--- src/rtl/ifetch_seq_if.sv ---
// Fetch-side bundle: I-cache read handshake, EX redirect and the decode queue head.
interface ifetch_seq_if;
  logic        icache_ren;
  logic [29:0] icache_addr;
  logic [31:0] icache_rdata;
  logic        icache_stall;
  logic        redirect_valid;
  logic [31:0] redirect_pc;
  logic        if_valid;
  logic        if_ready;
  logic [31:0] if_instr;
  logic [31:0] if_pc;
  logic        if_pred_taken;

  // Sequencer side
  modport master (
    output icache_ren, icache_addr,
    input  icache_rdata, icache_stall,
    input  redirect_valid, redirect_pc,
    output if_valid, if_instr, if_pc, if_pred_taken,
    input  if_ready
  );

  // Cache / EX / decode side
  modport slave (
    input  icache_ren, icache_addr,
    output icache_rdata, icache_stall,
    output redirect_valid, redirect_pc,
    input  if_valid, if_instr, if_pc, if_pred_taken,
    output if_ready
  );
endinterface

--- src/rtl/ifetch_seq.sv ---
// Instruction-fetch sequencer: owns the PC, issues I-cache reads, optionally
// follows JAL targets at fetch time, and feeds a 2-entry queue toward decode.
// A redirect that lands while a miss is outstanding parks in FLUSH so the
// stale request finishes at its original address and its data is dropped.
module ifetch_seq #(
  parameter logic [31:0] RESET_PC    = 32'h0000_0000,
  parameter bit          JAL_PREDICT = 1'b1
) (
  input  logic         clk,
  input  logic         rst_n,
  ifetch_seq_if.master bus
);
  localparam logic [31:0] NOP = 32'h0000_0013;

  typedef enum logic [1:0] {IDLE = 2'd0, FETCH = 2'd1, FLUSH = 2'd2} state_t;

  state_t      state_reg, state_next;
  logic [31:0] pc_reg, pc_next;
  logic        busy_reg, busy_next;
  logic [29:0] flush_addr_reg, flush_addr_next;
  logic [1:0]  count_reg, count_next;
  logic        head_reg, head_next;

  logic [31:0] q_instr_reg [2];
  logic [31:0] q_pc_reg    [2];
  logic        q_pred_reg  [2];

  logic        ren, push, pop, wr_idx;
  logic [31:0] redirect_target, jal_imm, jal_target, fetch_next_pc;
  logic        fetch_pred;

  // Low two bits of the redirect target are meaningless for 32-bit fetch.
  assign redirect_target = bus.redirect_pc & 32'hFFFF_FFFC;

  // J-type immediate, bit-for-bit identical to the core's immediate generator.
  assign jal_imm = {{11{bus.icache_rdata[31]}}, bus.icache_rdata[31],
                    bus.icache_rdata[19:12], bus.icache_rdata[20],
                    bus.icache_rdata[30:21], 1'b0};
  assign jal_target = pc_reg + jal_imm;

  // A halfword-aligned JAL target is left for EX to trap on, so no prediction.
  assign fetch_pred    = JAL_PREDICT && (bus.icache_rdata[6:0] == 7'b1101111) && !jal_target[1];
  assign fetch_next_pc = fetch_pred ? jal_target : pc_reg + 32'd4;

  assign pop    = (count_reg != 2'd0) && bus.if_ready;
  assign wr_idx = head_reg ^ count_reg[0];

  // Next-state, request and queue bookkeeping
  always_comb begin
    state_next      = state_reg;
    pc_next         = pc_reg;
    busy_next       = busy_reg;
    flush_addr_next = flush_addr_reg;
    count_next      = count_reg;
    head_next       = head_reg;
    ren             = 1'b0;
    push            = 1'b0;
    case (state_reg)
      IDLE: begin
        state_next = FETCH;
        if (bus.redirect_valid) pc_next = redirect_target;
      end
      FETCH: begin
        // Once raised, busy keeps ren high until the cache completes.
        ren = busy_reg | (count_reg != 2'd2);
        if (bus.redirect_valid) begin
          pc_next    = redirect_target;
          count_next = 2'd0;
          head_next  = 1'b0;
          busy_next  = 1'b0;
          if (ren && bus.icache_stall) begin
            state_next      = FLUSH;
            flush_addr_next = pc_reg[31:2];
          end
        end else begin
          if (ren && !bus.icache_stall) begin
            push      = 1'b1;
            pc_next   = fetch_next_pc;
            busy_next = 1'b0;
          end else if (ren) begin
            busy_next = 1'b1;
          end
          count_next = count_reg + {1'b0, push} - {1'b0, pop};
          head_next  = head_reg ^ pop;
        end
      end
      FLUSH: begin
        ren = 1'b1;
        if (bus.redirect_valid) pc_next = redirect_target;
        if (!bus.icache_stall) state_next = FETCH;
      end
      default: state_next = IDLE;
    endcase
  end

  // Control state register
  always_ff @(posedge clk or negedge rst_n) begin
    if (!rst_n) begin
      state_reg      <= IDLE;
      pc_reg         <= RESET_PC;
      busy_reg       <= 1'b0;
      flush_addr_reg <= '0;
      count_reg      <= 2'd0;
      head_reg       <= 1'b0;
    end else begin
      state_reg      <= state_next;
      pc_reg         <= pc_next;
      busy_reg       <= busy_next;
      flush_addr_reg <= flush_addr_next;
      count_reg      <= count_next;
      head_reg       <= head_next;
    end
  end

  // Queue storage: write the completed word into the slot behind the head
  always_ff @(posedge clk or negedge rst_n) begin
    if (!rst_n) begin
      for (int i = 0; i < 2; i++) begin
        q_instr_reg[i] <= NOP;
        q_pc_reg[i]    <= '0;
        q_pred_reg[i]  <= 1'b0;
      end
    end else if (push) begin
      q_instr_reg[wr_idx] <= bus.icache_rdata;
      q_pc_reg[wr_idx]    <= pc_reg;
      q_pred_reg[wr_idx]  <= fetch_pred;
    end
  end

  assign bus.icache_ren    = ren;
  assign bus.icache_addr   = (state_reg == FLUSH) ? flush_addr_reg : pc_reg[31:2];
  assign bus.if_valid      = (count_reg != 2'd0);
  assign bus.if_instr      = bus.if_valid ? q_instr_reg[head_reg] : NOP;
  assign bus.if_pc         = bus.if_valid ? q_pc_reg[head_reg] : 32'd0;
  assign bus.if_pred_taken = bus.if_valid && q_pred_reg[head_reg];
endmodule
--- src/flat_wrapper.sv ---
// flat-port wrapper written by rule: the top's interface ports become plain ports
module ifetch_seq_flat 
#(
  parameter logic [31:0] RESET_PC    = 32'h0000_0000,
  parameter bit          JAL_PREDICT = 1'b1
)
  (clk, rst_n, bus_icache_ren, bus_icache_addr, bus_icache_rdata, bus_icache_stall, bus_redirect_valid, bus_redirect_pc, bus_if_valid, bus_if_instr, bus_if_pc, bus_if_pred_taken, bus_if_ready);
  ifetch_seq_if bus_i ();
  input  logic clk;
  input  logic rst_n;
  output wire logic [$bits(bus_i.icache_ren)-1:0] bus_icache_ren;
  output wire logic [$bits(bus_i.icache_addr)-1:0] bus_icache_addr;
  input wire logic [$bits(bus_i.icache_rdata)-1:0] bus_icache_rdata;
  input wire logic [$bits(bus_i.icache_stall)-1:0] bus_icache_stall;
  input wire logic [$bits(bus_i.redirect_valid)-1:0] bus_redirect_valid;
  input wire logic [$bits(bus_i.redirect_pc)-1:0] bus_redirect_pc;
  output wire logic [$bits(bus_i.if_valid)-1:0] bus_if_valid;
  output wire logic [$bits(bus_i.if_instr)-1:0] bus_if_instr;
  output wire logic [$bits(bus_i.if_pc)-1:0] bus_if_pc;
  output wire logic [$bits(bus_i.if_pred_taken)-1:0] bus_if_pred_taken;
  input wire logic [$bits(bus_i.if_ready)-1:0] bus_if_ready;
  assign bus_icache_ren = bus_i.icache_ren;
  assign bus_icache_addr = bus_i.icache_addr;
  assign bus_i.icache_rdata = bus_icache_rdata;
  assign bus_i.icache_stall = bus_icache_stall;
  assign bus_i.redirect_valid = bus_redirect_valid;
  assign bus_i.redirect_pc = bus_redirect_pc;
  assign bus_if_valid = bus_i.if_valid;
  assign bus_if_instr = bus_i.if_instr;
  assign bus_if_pc = bus_i.if_pc;
  assign bus_if_pred_taken = bus_i.if_pred_taken;
  assign bus_i.if_ready = bus_if_ready;
  ifetch_seq #(.RESET_PC(RESET_PC), .JAL_PREDICT(JAL_PREDICT)) u_core (.clk(clk), .rst_n(rst_n), .bus(bus_i));
endmodule
--- config.mk ---
export PLATFORM = sky130hd
export DESIGN_NAME = ifetch_seq_flat
export DESIGN_NICKNAME = d
export VERILOG_FILES = /design/src/rtl/ifetch_seq_if.sv /design/src/rtl/ifetch_seq.sv /design/src/flat_wrapper.sv
export SDC_FILE = /design/constraint.sdc
export NUM_CORES = 1
export LEC_CHECK = 0
export BUFFER_PORTS_ARGS = -buffer_cell sky130_fd_sc_hd__clkbuf_2
export CORE_MARGIN = 5
export CORE_UTILIZATION = 50
export CTS_CLUSTER_SIZE = 30
export DETAILED_ROUTE_END_ITERATION = 8
export GPL_TIMING_DRIVEN = 0
export HOLD_SLACK_MARGIN = 0.03
export PLACE_DENSITY = 0.69
export SLEW_MARGIN = 20
export SYNTH_ARGS = -nofsm -noshare
export SYNTH_HDL_FRONTEND = slang
export SYNTH_SLANG_ARGS = --single-unit
--- constraint.sdc ---
create_clock -name clk -period 3.45 [get_ports clk]
set_input_delay 0.1725 -clock clk [delete_from_list [all_inputs] [get_ports clk]]
set_output_delay 0.1725 -clock clk [all_outputs]
set_load 0.01 [all_outputs]
==> results by stage <==
Clocking:
- The TritonCTS clock tree is yes.
- The number of buffers added by the clock tree synthesis step is 17.
- The number of clock sinks is 195.
- The clock tree synthesis step divided the H-tree into 4 levels.
- The clock-pin slew on the worst setup and hold paths is 80 ps.
- The number of buffers between clock root and the deepest sink is 2.
- The insertion delay to the later sink of the worst-skew pair is 440 ps.
- Clock tree synthesis selected as its root buffer the cell sky130_fd_sc_hd__clkbuf_16.
- The count of instances resized after the clock tree is built is 0.

Global routing:
- The wire length of the first global-routing pass is 50.6 mm.
- The overall track demand over capacity in global routing is 24.3%.
- The via count of the first global-routing pass is 9356.
- The initial antenna violation count came to 0.
- The aggregate global routing overflow is 0.
- Entering global routing, the biggest net connects 86 pins.

Synthesis:
- The share of synthesized area occupied by flip-flops and latches is 42.3%.
- After synthesis, the mean cell area works out to 10.4 um2.
- The cell area that synthesis handed to floorplanning was 0.0116 mm2.
- The number of nets in the synthesized netlist is 1219.
- The synthesis-stage register bit count is 195.
- The fraction of synthesis flops using an asynchronous set or reset pin is 100%.
- Yosys mapped a number of flops with a built-in enable equal to 0.
- The number of synthesis warnings is 0.
- The most used flip-flop cell after synthesis is sky130_fd_sc_hd__dfrtp_1.
- The number of different library cells used by synthesis comes to 68.
- Synthesis produced a netlist whose cell count is 1112.

Routing:
- For this block, wires on met1 add up to 14.2 mm.
- The final routed DRC violation total is 0.
- Dividing the detail-routed wire length by the instance count gives 19.5 um.
- The detailed-route vias per instance is 5.77.
- The highest metal layer with signal wires is met4.
- The starting DRC count in detailed routing is 592.
- The number of optimization iterations in the first detailed-route pass is 5.
- The routed design uses 2.02 mm of met3 wire.
- Detailed routing placed a total of 14.9 mm of wire on met2.
- The via total after detailed routing is 9422.
- Once detail routing completed, the nets flagged for antenna violations numbered 0.
- The final wirelength is 31.9 mm.

Floorplanning:
- The floorplan step set the die width to 162 um.
- The number of core rows is 55.
- For this configuration, the core starts out at a cell density of 50.9%.
- The die covers 0.0262 mm2.
- After floorplanning, the core was sized to cover 0.0227 mm2.
- In this run the count of I/O pins placed on the die edge is 166.
- The die outline height is 162 um.

Power and ir drop:
- The net switching fraction of the power is 43.0%.
- For this design the total switching power over the nets is 5.72 mW.
- In this run, the combinational gates consume 53.0% of the power.
- The clock network burns 15.4% of the power.
- Summed over all cells, the static leakage comes to 6.20 nW.
- Sequential cells account for 31.6% of the total power.
- Internal power comes to 7.58 mW.
- Power spread over the standard cell area amounts to 963 mW/mm2.
- The largest vdd supply drop is 0.518 mV.

STA:
- On the final layout, the worst clock skew is 12.7 ps.
- The number of max-slew violations in the final report came to 0.
- The worst relative slew slack is 31.0%.
- The number of hold-slack violations in the final timing report was 0.
- On the final layout, the worst hold slack is 29.3 ps.
- The achievable clock frequency is 319 MHz.
- In the finished design, the share of the clock period the worst path needs comes to 90.8%.
- Setup repair after global routing left no endpoint under its margin.
- The smallest clock period supported by the final layout is computed as 3130 ps.
- The slew at the pin closest to its max-slew limit is 1030 ps.
- Setup violations remaining at the end of the flow were counted as 0.

Hold path:
- The worst hold path belongs to the class in2reg.
- The startpoint identified for the worst hold timing path is bus_icache_rdata[23].
- The hold path endpoint is u_core.q_instr_reg[55]$_DFFE_PN0P_.
- The worst hold path was traced through 2 stages.

Setup path:
- The setup slack of the worst register-to-register path is 320 ps.
- The arrival time at the worst endpoint is 3480 ps.
- Traced cell by cell, the critical path runs through inv_1 -> fa_1 -> nand2b_1 -> a21oi_1 -> o21ai_0 -> and2_1 -> o21ai_1 -> a21oi_1 -> xor2_1 -> a221oi_1.
- The cell with the largest stage delay on the worst path is sky130_fd_sc_hd__dfrtp_1.
- The launch point of the worst reg-to-reg path is u_core.pc_reg[2]$_DFFE_PN0P_.
- The largest stage delay on the critical path is 560 ps.
- STA classifies the critical path startpoint as a register.
- Among the stages of the critical path, the cell type that occurs most often is sky130_fd_sc_hd__a21oi_1.
- The number of buffers and inverters on the critical path is 1.
- The number of cells on the worst reg-to-reg path is 10.
- STA classifies the critical path endpoint as a register.
- The required arrival time at the worst endpoint is 3800 ps.
- The worst reg2reg path endpoint is u_core.pc_reg[27]$_DFFE_PN0P_.
- The family with the most delay on the worst path is compound AO/OA/AOI/OAI gates.
- The maximum fanout along the worst path is 10.
- The kind of critical path is reg2reg.

Outcome:
- The run finished with clean final reports.

Run:
- Across the run, the number of max-cap violations was 0.

Final layout:
- The antenna cell count is 0.
- The layout has 1943 filler cells.
- The ratio of cells with drive above 1 in the final layout is 32.0%.
- The post-synthesis to final-layout area growth is 19.5%.
- In the final design database the tool counted 1442 nets.
- The flip-flop count of the largest register, all copies and words added is 64.
- Summing all non-filler instances in the final layout gives an area of 0.0138 mm2.

Placement:
- Summed over all nets, the half-perimeter wirelength after detailed placement is 23.7 mm.
- The total of buffers placed on input and output ports is 162.
- After detailed placement, the total cell area comes to 0.0128 mm2.
- At the end of routability-driven placement, the weighted congestion stood at 0.953.
## synthesized netlist by cell type (all sizes together) (11+ instances only)
cell type,number,area share [%]
nand3,27,1.2
a21o,13,0.84
buf,38,1.6
inv,18,0.58
a21oi,71,3.1
nand2,66,2.1
mux2,187,18
xor2,24,1.8
a211oi,13,0.89
nor2,109,3.5
nand4,15,0.94
dfrtp,189,41
clkbuf,40,1.3
mux2i,67,5.8
o211ai,11,0.71
xnor2,23,1.7
nor3,14,0.65
o21ai,48,2.1
ha,37,4.0
## worst max path at each step
stage,from,to,slack [ps],cells after the start
after floorplan,u_core.pc_reg[7]$_DFFE_PN0P_,u_core.pc_reg[26]$_DFFE_PN0P_,1050,9
after global placement,rst_n,u_core.q_pc_reg[60]$_DFFE_PN0P_,-1580,1
after detailed placement,u_core.pc_reg[2]$_DFFE_PN0P_,u_core.pc_reg[27]$_DFFE_PN0P_,380,10
after CTS,u_core.pc_reg[2]$_DFFE_PN0P_,u_core.pc_reg[27]$_DFFE_PN0P_,360,10
after global routing,u_core.pc_reg[2]$_DFFE_PN0P_,u_core.pc_reg[27]$_DFFE_PN0P_,140,10
final,u_core.pc_reg[2]$_DFFE_PN0P_,u_core.pc_reg[27]$_DFFE_PN0P_,320,10
## per-layer routing
metal  global-route usage [%]  vias up
met5                        0        -
met4                     6.77        0
met3                     3.98       46
met2                     39.6      341
met1                     33.9     4602
li1                         -     4433
## power groups by stage
stage / Clock [mW] / Sequential, mW / Combinational, mW
floorplan: 0 / 3.95 / 5.02
global placement: 0 / 4.17 / 6.88
detailed placement: 0 / 4.23 / 6.98
CTS: 2.08 / 4.18 / 7.05
global route: 2.18 / 4.33 / 7.76
finish: 2.05 / 4.20 / 7.04
## layout by cell type, fill, tap and decap left out, types with 8 or more instances in the layout
| cell | instances |
|---|---|
| sky130_fd_sc_hd__a211oi_1 | 12 |
| sky130_fd_sc_hd__xnor2_1 | 23 |
| sky130_fd_sc_hd__nand2_1 | 66 |
| sky130_fd_sc_hd__and3_1 | 8 |
| sky130_fd_sc_hd__clkbuf_2 | 163 |
| sky130_fd_sc_hd__nand4_1 | 14 |
| sky130_fd_sc_hd__mux2i_1 | 67 |
| sky130_fd_sc_hd__mux2_2 | 187 |
| sky130_fd_sc_hd__clkbuf_1 | 38 |
| sky130_fd_sc_hd__a21o_1 | 13 |
| sky130_fd_sc_hd__a21oi_1 | 71 |
| sky130_fd_sc_hd__o21ai_0 | 46 |
| sky130_fd_sc_hd__nand3_1 | 26 |
| sky130_fd_sc_hd__ha_1 | 37 |
| sky130_fd_sc_hd__xor2_1 | 24 |
| sky130_fd_sc_hd__clkbuf_16 | 17 |
| sky130_fd_sc_hd__inv_1 | 18 |
| sky130_fd_sc_hd__nor2_1 | 108 |
| sky130_fd_sc_hd__o211ai_1 | 11 |
| sky130_fd_sc_hd__dlygate4sd3_1 | 40 |
| sky130_fd_sc_hd__nor3_1 | 12 |
| sky130_fd_sc_hd__buf_1 | 13 |
| sky130_fd_sc_hd__nor2b_1 | 9 |
| sky130_fd_sc_hd__buf_2 | 22 |
| sky130_fd_sc_hd__dfrtp_1 | 189 |
## cell type report
type / count / area [um2] / share of cell area, %
plain buffers: 78 / 338 / 2.45
flip-flops and latches: 195 / 4890 / 35.4
multi-input cells: 821 / 6270 / 45.4
well taps: 285 / 357 / 2.58
clock buffers: 17 / 425 / 3.08
clock inverters: 15 / 188 / 1.36
repair buffers: 204 / 1270 / 9.24
inverters: 18 / 67.6 / 0.489
## timing repair
item                                   4_1_cts  5_1_grt
endpoints found under the hold margin      131        1
hold buffers                                39        1
buffers inserted                             0        0
## metrics by stage
stage | util [%] | std cells | TNS [ps] | setup slack [ps] | total power [mW]
after floorplan | - | 1112 | 0 | 1050 | 8.97
after global placement | 56.0 | 1559 | -296120 | -1580 | 11.0
after detailed placement | 56.3 | 1561 | 0 | 377 | 11.2
after CTS | 60.7 | 1632 | 0 | 365 | 13.3
after global routing | 60.8 | 1633 | 0 | 142 | 14.3
final | 60.8 | 1633 | 0 | 318 | 13.3
## cell families (layout without fill, tap and decap cells)
logic type	count (synthesis)	after routing	share of synthesized area, %
buffers and inverters	96	332	3.51
adder cells (fa/ha/maj)	38	38	4.18
AND/OR/NAND/NOR	280	280	11.5
other	1	1	0.0325
AO/OA/AOI/OAI	201	201	10.9
XOR/XNOR	47	47	3.56
flip-flops	195	195	42.3
multiplexers	254	254	24.0
Power figures use the tool's default switching activity.
